`src/rtl/univ_shift_reg_burst.sv`:
```
// Parametrised universal shift register with eight modes and a burst engine.
// A burst applies one latched shift/rotate mode to the register `count` times.
module univ_shift_reg_burst #(
   parameter int WIDTH = 8,
   parameter int CNT_W = 4
) (
   input  logic             CLK,
   input  logic             RST_N,
   input  logic             EN,
   input  logic [2:0]       select,
   input  logic [WIDTH-1:0] INP,
   input  logic             leftInp,
   input  logic             rightInp,
   input  logic             start,
   input  logic [CNT_W-1:0] count,
   output logic [WIDTH-1:0] OUT,
   output logic             msbOut,
   output logic             lsbOut,
   output logic             busy,
   output logic             done
);

   localparam logic [0:0] IDLE  = 1'b0;
   localparam logic [0:0] BURST = 1'b1;

   localparam logic [2:0] SEL_HOLD  = 3'b000;
   localparam logic [2:0] SEL_SR    = 3'b001;
   localparam logic [2:0] SEL_SL    = 3'b010;
   localparam logic [2:0] SEL_LOAD  = 3'b011;
   localparam logic [2:0] SEL_ROR   = 3'b100;
   localparam logic [2:0] SEL_ROL   = 3'b101;
   localparam logic [2:0] SEL_ASR   = 3'b110;
   localparam logic [2:0] SEL_CLEAR = 3'b111;

   logic [0:0]       state_q, state_d;
   logic [WIDTH-1:0] out_q, out_d;
   logic [CNT_W-1:0] rem_q, rem_d;
   logic [2:0]       mode_q, mode_d;
   logic             done_q, done_d;
   logic             sel_is_shift;

   function automatic logic [WIDTH-1:0] apply_mode(
      input logic [2:0]       mode,
      input logic [WIDTH-1:0] val,
      input logic [WIDTH-1:0] load_val,
      input logic             li,
      input logic             ri
   );
      logic [WIDTH-1:0] res;
      res = val;
      case (mode)
         SEL_HOLD:  res = val;
         SEL_SR:    res = {li, val[WIDTH-1:1]};
         SEL_SL:    res = {val[WIDTH-2:0], ri};
         SEL_LOAD:  res = load_val;
         SEL_ROR:   res = {val[0], val[WIDTH-1:1]};
         SEL_ROL:   res = {val[WIDTH-2:0], val[WIDTH-1]};
         SEL_ASR:   res = {val[WIDTH-1], val[WIDTH-1:1]};
         SEL_CLEAR: res = '0;
         default:   res = val;
      endcase
      return res;
   endfunction

   // Only shift/rotate codes can launch a burst; hold, load and clear ignore start.
   assign sel_is_shift = (select != SEL_HOLD) && (select != SEL_LOAD) && (select != SEL_CLEAR);

   always_comb begin
      state_d = state_q;
      out_d   = out_q;
      rem_d   = rem_q;
      mode_d  = mode_q;
      done_d  = 1'b0;
      if (EN) begin
         case (state_q)
            IDLE: begin
               if (start && sel_is_shift) begin
                  mode_d = select;
                  rem_d  = count;
                  if (count != '0) begin
                     state_d = BURST;
                  end else begin
                     done_d = 1'b1;
                  end
               end else begin
                  out_d = apply_mode(select, out_q, INP, leftInp, rightInp);
               end
            end
            BURST: begin
               out_d = apply_mode(mode_q, out_q, INP, leftInp, rightInp);
               rem_d = rem_q - CNT_W'(1);
               if (rem_q == CNT_W'(1)) begin
                  state_d = IDLE;
                  done_d  = 1'b1;
               end
            end
            default: state_d = IDLE;
         endcase
      end
   end

   always_ff @(posedge CLK or negedge RST_N) begin
      if (!RST_N) begin
         state_q <= IDLE;
         out_q   <= '0;
         rem_q   <= '0;
         mode_q  <= SEL_HOLD;
         done_q  <= 1'b0;
      end else begin
         state_q <= state_d;
         out_q   <= out_d;
         rem_q   <= rem_d;
         mode_q  <= mode_d;
         done_q  <= done_d;
      end
   end

   assign OUT    = out_q;
   assign msbOut = out_q[WIDTH-1];
   assign lsbOut = out_q[0];
   assign busy   = (state_q == BURST);
   assign done   = done_q;

endmodule

```
`config.mk`:
```
export PLATFORM = sky130hd
export DESIGN_NAME = univ_shift_reg_burst
export DESIGN_NICKNAME = d
export VERILOG_FILES = /design/src/rtl/univ_shift_reg_burst.sv
export SDC_FILE = /design/constraint.sdc
export NUM_CORES = 1
export LEC_CHECK = 0
export BUFFER_PORTS_ARGS = -buffer_cell sky130_fd_sc_hd__buf_2
export CAP_MARGIN = 20
export CORE_MARGIN = 10
export CORE_UTILIZATION = 40
export CTS_CLUSTER_DIAMETER = 150
export DETAILED_ROUTE_END_ITERATION = 7
export GPL_TIMING_DRIVEN = 0
export PLACE_DENSITY = 0.7
export RECOVER_POWER = 50
export SETUP_SLACK_MARGIN = 0.4
export SLEW_MARGIN = 15
export SYNTH_ARGS = -nofsm -noshare
export SYNTH_HDL_FRONTEND = slang
export SYNTH_SLANG_ARGS = --single-unit
```
`constraint.sdc`:
```
create_clock -name CLK -period 1.6 [get_ports CLK]
set_clock_uncertainty 0.05 [all_clocks]
set_input_delay 0.24 -clock CLK [delete_from_list [all_inputs] [get_ports CLK]]
set_output_delay 0.24 -clock CLK [all_outputs]
set_load 0.05 [all_outputs]
```
Yosys cells after proc, flatten, opt, wreduce, memory -nomap -nowiden:

Index checks and enable logic that the tools add are counted.
W data, S select, Z words.

* $add $sub $neg: 1
* equal/unequal tests: 23
* multiplexer cells: 15
* bitwise gates (word level): 1
* reduce and logical (&&, ||, !) cells: 11

Operator list (number)
* $pmux W8 S7: 2
* $eq A3 B3 Y1 const B: 8
* $pmux W8 S2: 1
* $eq A3 B2 Y1 const B: 4
* $ne A2 B2 Y1 const B: 6
* $mux W8: 1
* $pmux W4 S2: 1
* $mux W1: 7
* $eq A3 B1 Y1 const B: 2
* $logic_not A3 Y1: 2
* $reduce_and A6 Y1: 1
* $eq A4 B1 Y1 const B: 1
* $mux W4: 1
* $pmux W1 S2: 2
* $reduce_and A4 Y1: 1
* $reduce_bool A4 Y1: 1
* $sub A4 B1 Y4 const B: 1
* $logic_and A1 B1 Y1: 3
* $ne A3 B2 Y1 const B: 1
* $ne A3 B3 Y1 const B: 1
* $reduce_and A3 Y1: 1
* $reduce_bool A3 Y1: 1
* $reduce_and A2 Y1: 1
* $not A1 Y1: 1

* bits in registers: 17
* input bits: 21
* output and inout port bits: 12
* logic and storage cells: 57

Longest topological paths before layout:

* depth in word-level cells: 7
* mapped depth: 7
* mapped depth without buffers: 7

Least setup slack after synthesis:

No wires, ideal clock.

* path type: flip-flop to flip-flop
* from: register state_q (netlist: busy)
* to: register out_q[7] (netlist: OUT[7])
* setup time: 0.128 ns
* data arrival time: 1.567 ns
* data required time: 1.422 ns
* setup slack: -0.144 ns
* cell stages (with the launch flop): 5
* path buffers: 0
* clock period less this slack: 1.744 ns
* path through: dfrtp_1 -> inv_1 -> and3_2 -> a311oi_1 -> mux2_1

* word-level cells in the longest chain between the ends: 3
* elaborated cells on any way between the ends: 8
* classes of those cells: eq/ne (5); mux (1); bitwise (1); reduce/logical (1)

Ends and longest elaborated chain
* start, declared: RTL line 35 `logic [0:0] state_q, state_d;`
* start signal, assigned: RTL line 110 `state_q <= state_d;`
* $not A1 Y1
* $ne A2 B2 Y1 (no source line)
* $reduce_and A6 Y1 (no source line)
* end signal, assigned: RTL line 111 `out_q <= out_d;`
* end, declared: RTL line 36 `logic [WIDTH-1:0] out_q, out_d;`

Parallel ways exist; a longest one is shown, timed or not.
A chain may end at the register's enable or synchronous reset.

Final worst setup path:

Same ends and word-level chain as after synthesis.

==> results.md <==
GRT:
- The via count of the first global-routing pass was 1713.
- The number of antenna violations at the first check in global routing is 0.
- The residual overflow from global routing is 0.
- The wire length of the first global-routing pass is 8510 microns.
- The overall fraction of global-route tracks in use is 16.5%.
- Entering global routing, the biggest net connects 18 pins.

Timing:
- Once routing completed, OpenROAD measured the worst setup slack at -0.00562 ns.
- The final max-slew violation count is 0.
- The number of setup violations in the final report is 1.
- The number of hold violations in the final report came to 0.
- For the pin with the worst max-slew slack, the measured transition is 0.989 ns.
- Static timing analysis puts the maximum clock frequency at 623 MHz.
- Headroom to the max-slew limit came out at 34.0%.
- Dividing the final minimum period by the clock period gives 100%.
- Counting I/O delays and the setup requirement, the final critical path takes 1.61 ns.
- Setup repair after global routing could not meet its margin everywhere.

Logic synthesis:
- The post-synthesis cell area is 0.00143 sq mm.
- After synthesis, the largest family of logic cells by area is compound AO/OA/AOI/OAI gates.
- The number of distinct library cell variants in the gate-level netlist after synthesis is 43.
- Multiplexer cells account for 3.06% of the synthesized area.
- The synthesized netlist devotes 36.5% of its cell area to compound gates.
- Counting flops with a built-in enable in the synthesized netlist gives 0.
- The synthesized netlist devotes 0% of its cell area to XOR and XNOR gates.
- The average cell area after synthesis is 7.89 sq um.
- Summing the areas of all and, or, nand and nor instances in the mapped netlist gives about a fifth of the synthesized area.
- The post-synthesis instance total is roughly 180.
- The proportion of synthesized flip-flops having asynchronous set or reset is between 90% and 100%.
- Summing the areas of all fa, ha and maj instances in the mapped netlist gives 1.75% of the synthesized area.
- The register area share after synthesis is a little under 30%.
- The net count of the mapped netlist is slightly above 200.
- Synthesis inferred 17 register bits.
- During synthesis, Yosys emitted a total of 0 warnings.
- The commonest register cell after synthesis is sky130_fd_sc_hd__dfrtp_1.

Drt:
- After detailed routing, the met2 layer carries 2690 microns of wire.
- After detailed routing, no signal wire sits above met4.
- The routed via count is between 1500 and 2000.
- The final antenna-violating net count is 0.
- In the final routed layout, each cell accounts on average for 19.2 microns.
- The count of TritonRoute iterations in the first routing pass is 5.
- The via density per instance is 6.30.
- In the detailed route, the total length drawn on met3 is between 500 and 600 microns.
- The detailed-route wire length is 5750 microns.
- The post-route DRC violation count is 0.
- In this run, the number of DRC markers left after iteration 0 of detailed routing was 218.
- The detailed router put a total of 2320 microns of wire on met1.

Power and ir drop:
- The power per cell area is slightly above 2000 mW/mm^2.
- In this run the static leakage power is 0.00104 uW.
- The highest ir drop seen on vdd is 0.968 mV.

Final layout:
- The final layout contains ~280 nets.
- In the final layout, the share of cells above drive strength 1 is about 55%.
- The non-filler instance count after layout is 299.
- The diode insertion count for antenna repair is 0.
- The count of fill cells added during filler insertion is 250.
- In the layout the commonest cells are sky130_fd_sc_hd__buf_4, sky130_fd_sc_hd__buf_2, sky130_fd_sc_hd__a21oi_1, sky130_fd_sc_hd__nand2_1, sky130_fd_sc_hd__buf_6.
- From synthesis to final layout, the design area changed by 67.0%.
- The most common cell after layout, fill and taps aside is sky130_fd_sc_hd__buf_4.
- The final cell utilization of the core is 70.4%.

Status:
- The checks that failed: setup timing.
- The flow ran to the end, but the final reports show violations.

Critical path:
- The sort of element at the end of the critical path is a flip-flop.
- In this run the worst path has a maximum fanout of 7.
- The critical path goes through buf_4, o211ai_4, a311oi_2, mux2_4.
- The cell with the largest stage delay on the worst path is sky130_fd_sc_hd__dfrtp_1.
- The required time of the worst setup path is 1.75 ns.
- The critical path starts at busy.
- The data arrival time of the critical path is approximately 1.8 ns.
- The critical path startpoint category is a flip-flop.
- The largest single stage delay on the critical path is 0.52 ns.
- The worst setup path is of the reg -> reg kind.
- In this run the critical register-to-register path is launched from busy.
- The cell family with the largest share of critical-path delay is flip-flops.
- The number of buffers and inverters on the critical path is 1.

Die:
- In this run the count of I/O pins placed on the die edge is 33.
- The die covers around 0.0064 sq mm.
- Once the floorplan was initialized, standard cells occupied 42.2% of the core.
- The die outline width is 79.8 microns.
- The die is 79.8 microns tall.
- Row generation in the floorplan step produced 21 rows.
- The region available for standard cell placement spans 0.00339 sq mm.

Place:
- Routability-driven placement finished with a final weighted congestion of 0.894.
- Including well taps, the total number of placed cells is 258.
- Detailed placement ended at an HPWL of 3220 microns.
- The count of buffers added on input and output ports is 31.

Clock network:
- In this run the clock root is driven by a sky130_fd_sc_hd__clkbuf_4.
- In this run the number of H-tree levels came out at 1.
- Clock-pin slew was measured on the worst setup and hold paths at 0.11 ns.
- The count of clock tree sinks is 17.
- Counting along the longest clock path gives a buffer depth of 2.
- The number of buffers added by the clock tree synthesis step is 3.
- The clock latency at the later pin of the worst-skew pair is just over 0.3 ns.
- The clock tree from TritonCTS is built.

Worst hold path:
- In this run the most critical hold path is launched from count[1].
- The worst min-delay path category is in -> reg.

Job:
- The max capacitance violation total is 0.
-- path summary, 6_finish.rpt --
kind / cells past startpoint / end / slack, ns
setup / recovery: 4 / OUT[7] / -0.006
hold / removal: 3 / rem_q[1] / 0.18
setup reg to reg: 4 / OUT[7] / -0.006
hold reg to reg: 2 / rem_q[0] / 0.61
max in group asynchronous: 2 / OUT[7] / 0.29
min in group asynchronous: 2 / OUT[0] / 0.55
-- sequential cells by signal (all words and copies together) (netlist names) --
signal	cells
OUT	8
busy	1
done	1
rem_q	4
mode_q	3
-- per-stage QoR --
| step | hold slack, ns | setup TNS [ns] | total power [uW] | worst slack, ns | instance area, sq um |
|---|---|---|---|---|---|
| detailed placement | 0.154 | -1.45 | 3010 | -0.275 | 1700 |
| global route | 0.198 | -0.102 | 5240 | -0.0950 | 2390 |
| global placement | 0.155 | -1.43 | 3000 | -0.254 | 1700 |
| CTS | 0.184 | 0 | 4300 | 0.121 | 2170 |
| floorplan | -0.106 | -0.00441 | 2490 | -0.00441 | 1480 |
| finish | 0.184 | -0.00562 | 4960 | -0.00562 | 2390 |
-- synth_stat cells, types with 4 or more instances --
| master | n | share of area (%) |
|---|---|---|
| sky130_fd_sc_hd__a21oi_1 | 24 | 8.4 |
| sky130_fd_sc_hd__nand2_1 | 20 | 5.3 |
| sky130_fd_sc_hd__dfrtp_1 | 17 | 30 |
| sky130_fd_sc_hd__o21ai_0 | 12 | 4.2 |
| sky130_fd_sc_hd__inv_1 | 9 | 2.4 |
| sky130_fd_sc_hd__nor2_1 | 9 | 2.4 |
| sky130_fd_sc_hd__buf_2 | 6 | 2.1 |
| sky130_fd_sc_hd__a22o_1 | 5 | 3.1 |
| sky130_fd_sc_hd__clkbuf_1 | 5 | 1.3 |
| sky130_fd_sc_hd__nand3_1 | 5 | 1.8 |
| sky130_fd_sc_hd__o22ai_1 | 5 | 2.2 |
| sky130_fd_sc_hd__a221oi_1 | 4 | 2.5 |
| sky130_fd_sc_hd__and3_1 | 4 | 1.8 |
-- power breakdown --
group / switching (uW) / total, uW / internal, uW / leakage [uW]
Sequential: 342 / 991 / 649 / 0.000195
Clock: 160 / 254 / 93.5 / 0.0000177
Combinational: 1910 / 3720 / 1810 / 0.000827
Total: 2410 / 4960 / 2550 / 0.00104
-- kinds of logic after synthesis --
logic type,after synthesis
AOI/OAI and AO/OA,76
adders and majority gates,2
buffers and inverters,24
DFF,17
muxes,4
and+or+nand+nor,58
-- worst min-delay path: cells and delay by family --
| family | cells | cell delay, ns |
|---|---|---|
| AO/OA/AOI/OAI | 2 | 0.17 |
| buffers and inverters | 1 | 0.10 |
-- per-layer routing --
metal  up-vias  global-route usage [%]
li1        838                       -
met1       895                    22.1
met2       120                    25.1
met3        31                    4.28
met4         0                    5.11
met5         -                       0
-- repair_timing --
item                                   4_1_cts  5_1_grt
endpoints found under the hold margin       17        0
setup endpoints to repair                   28       27
setup buffers                               24        9
pin swaps                                   16       10
gates resized for setup                     68       43
hold buffers                                 1        0
cloned                                       2        1
-- layout make-up --
type	count	area [sq um]	area share [%]
inverter	9	33.8	1.42
buffer	15	159	6.66
timing repair buffer	68	574	24.1
multi-input combinational	140	1090	45.8
clock buffer	3	22.5	0.944
clock inverter	1	5.00	0.210
sequential	17	440	18.5
tap	46	57.6	2.41
No activity file was read; power rests on OpenSTA's default activity.
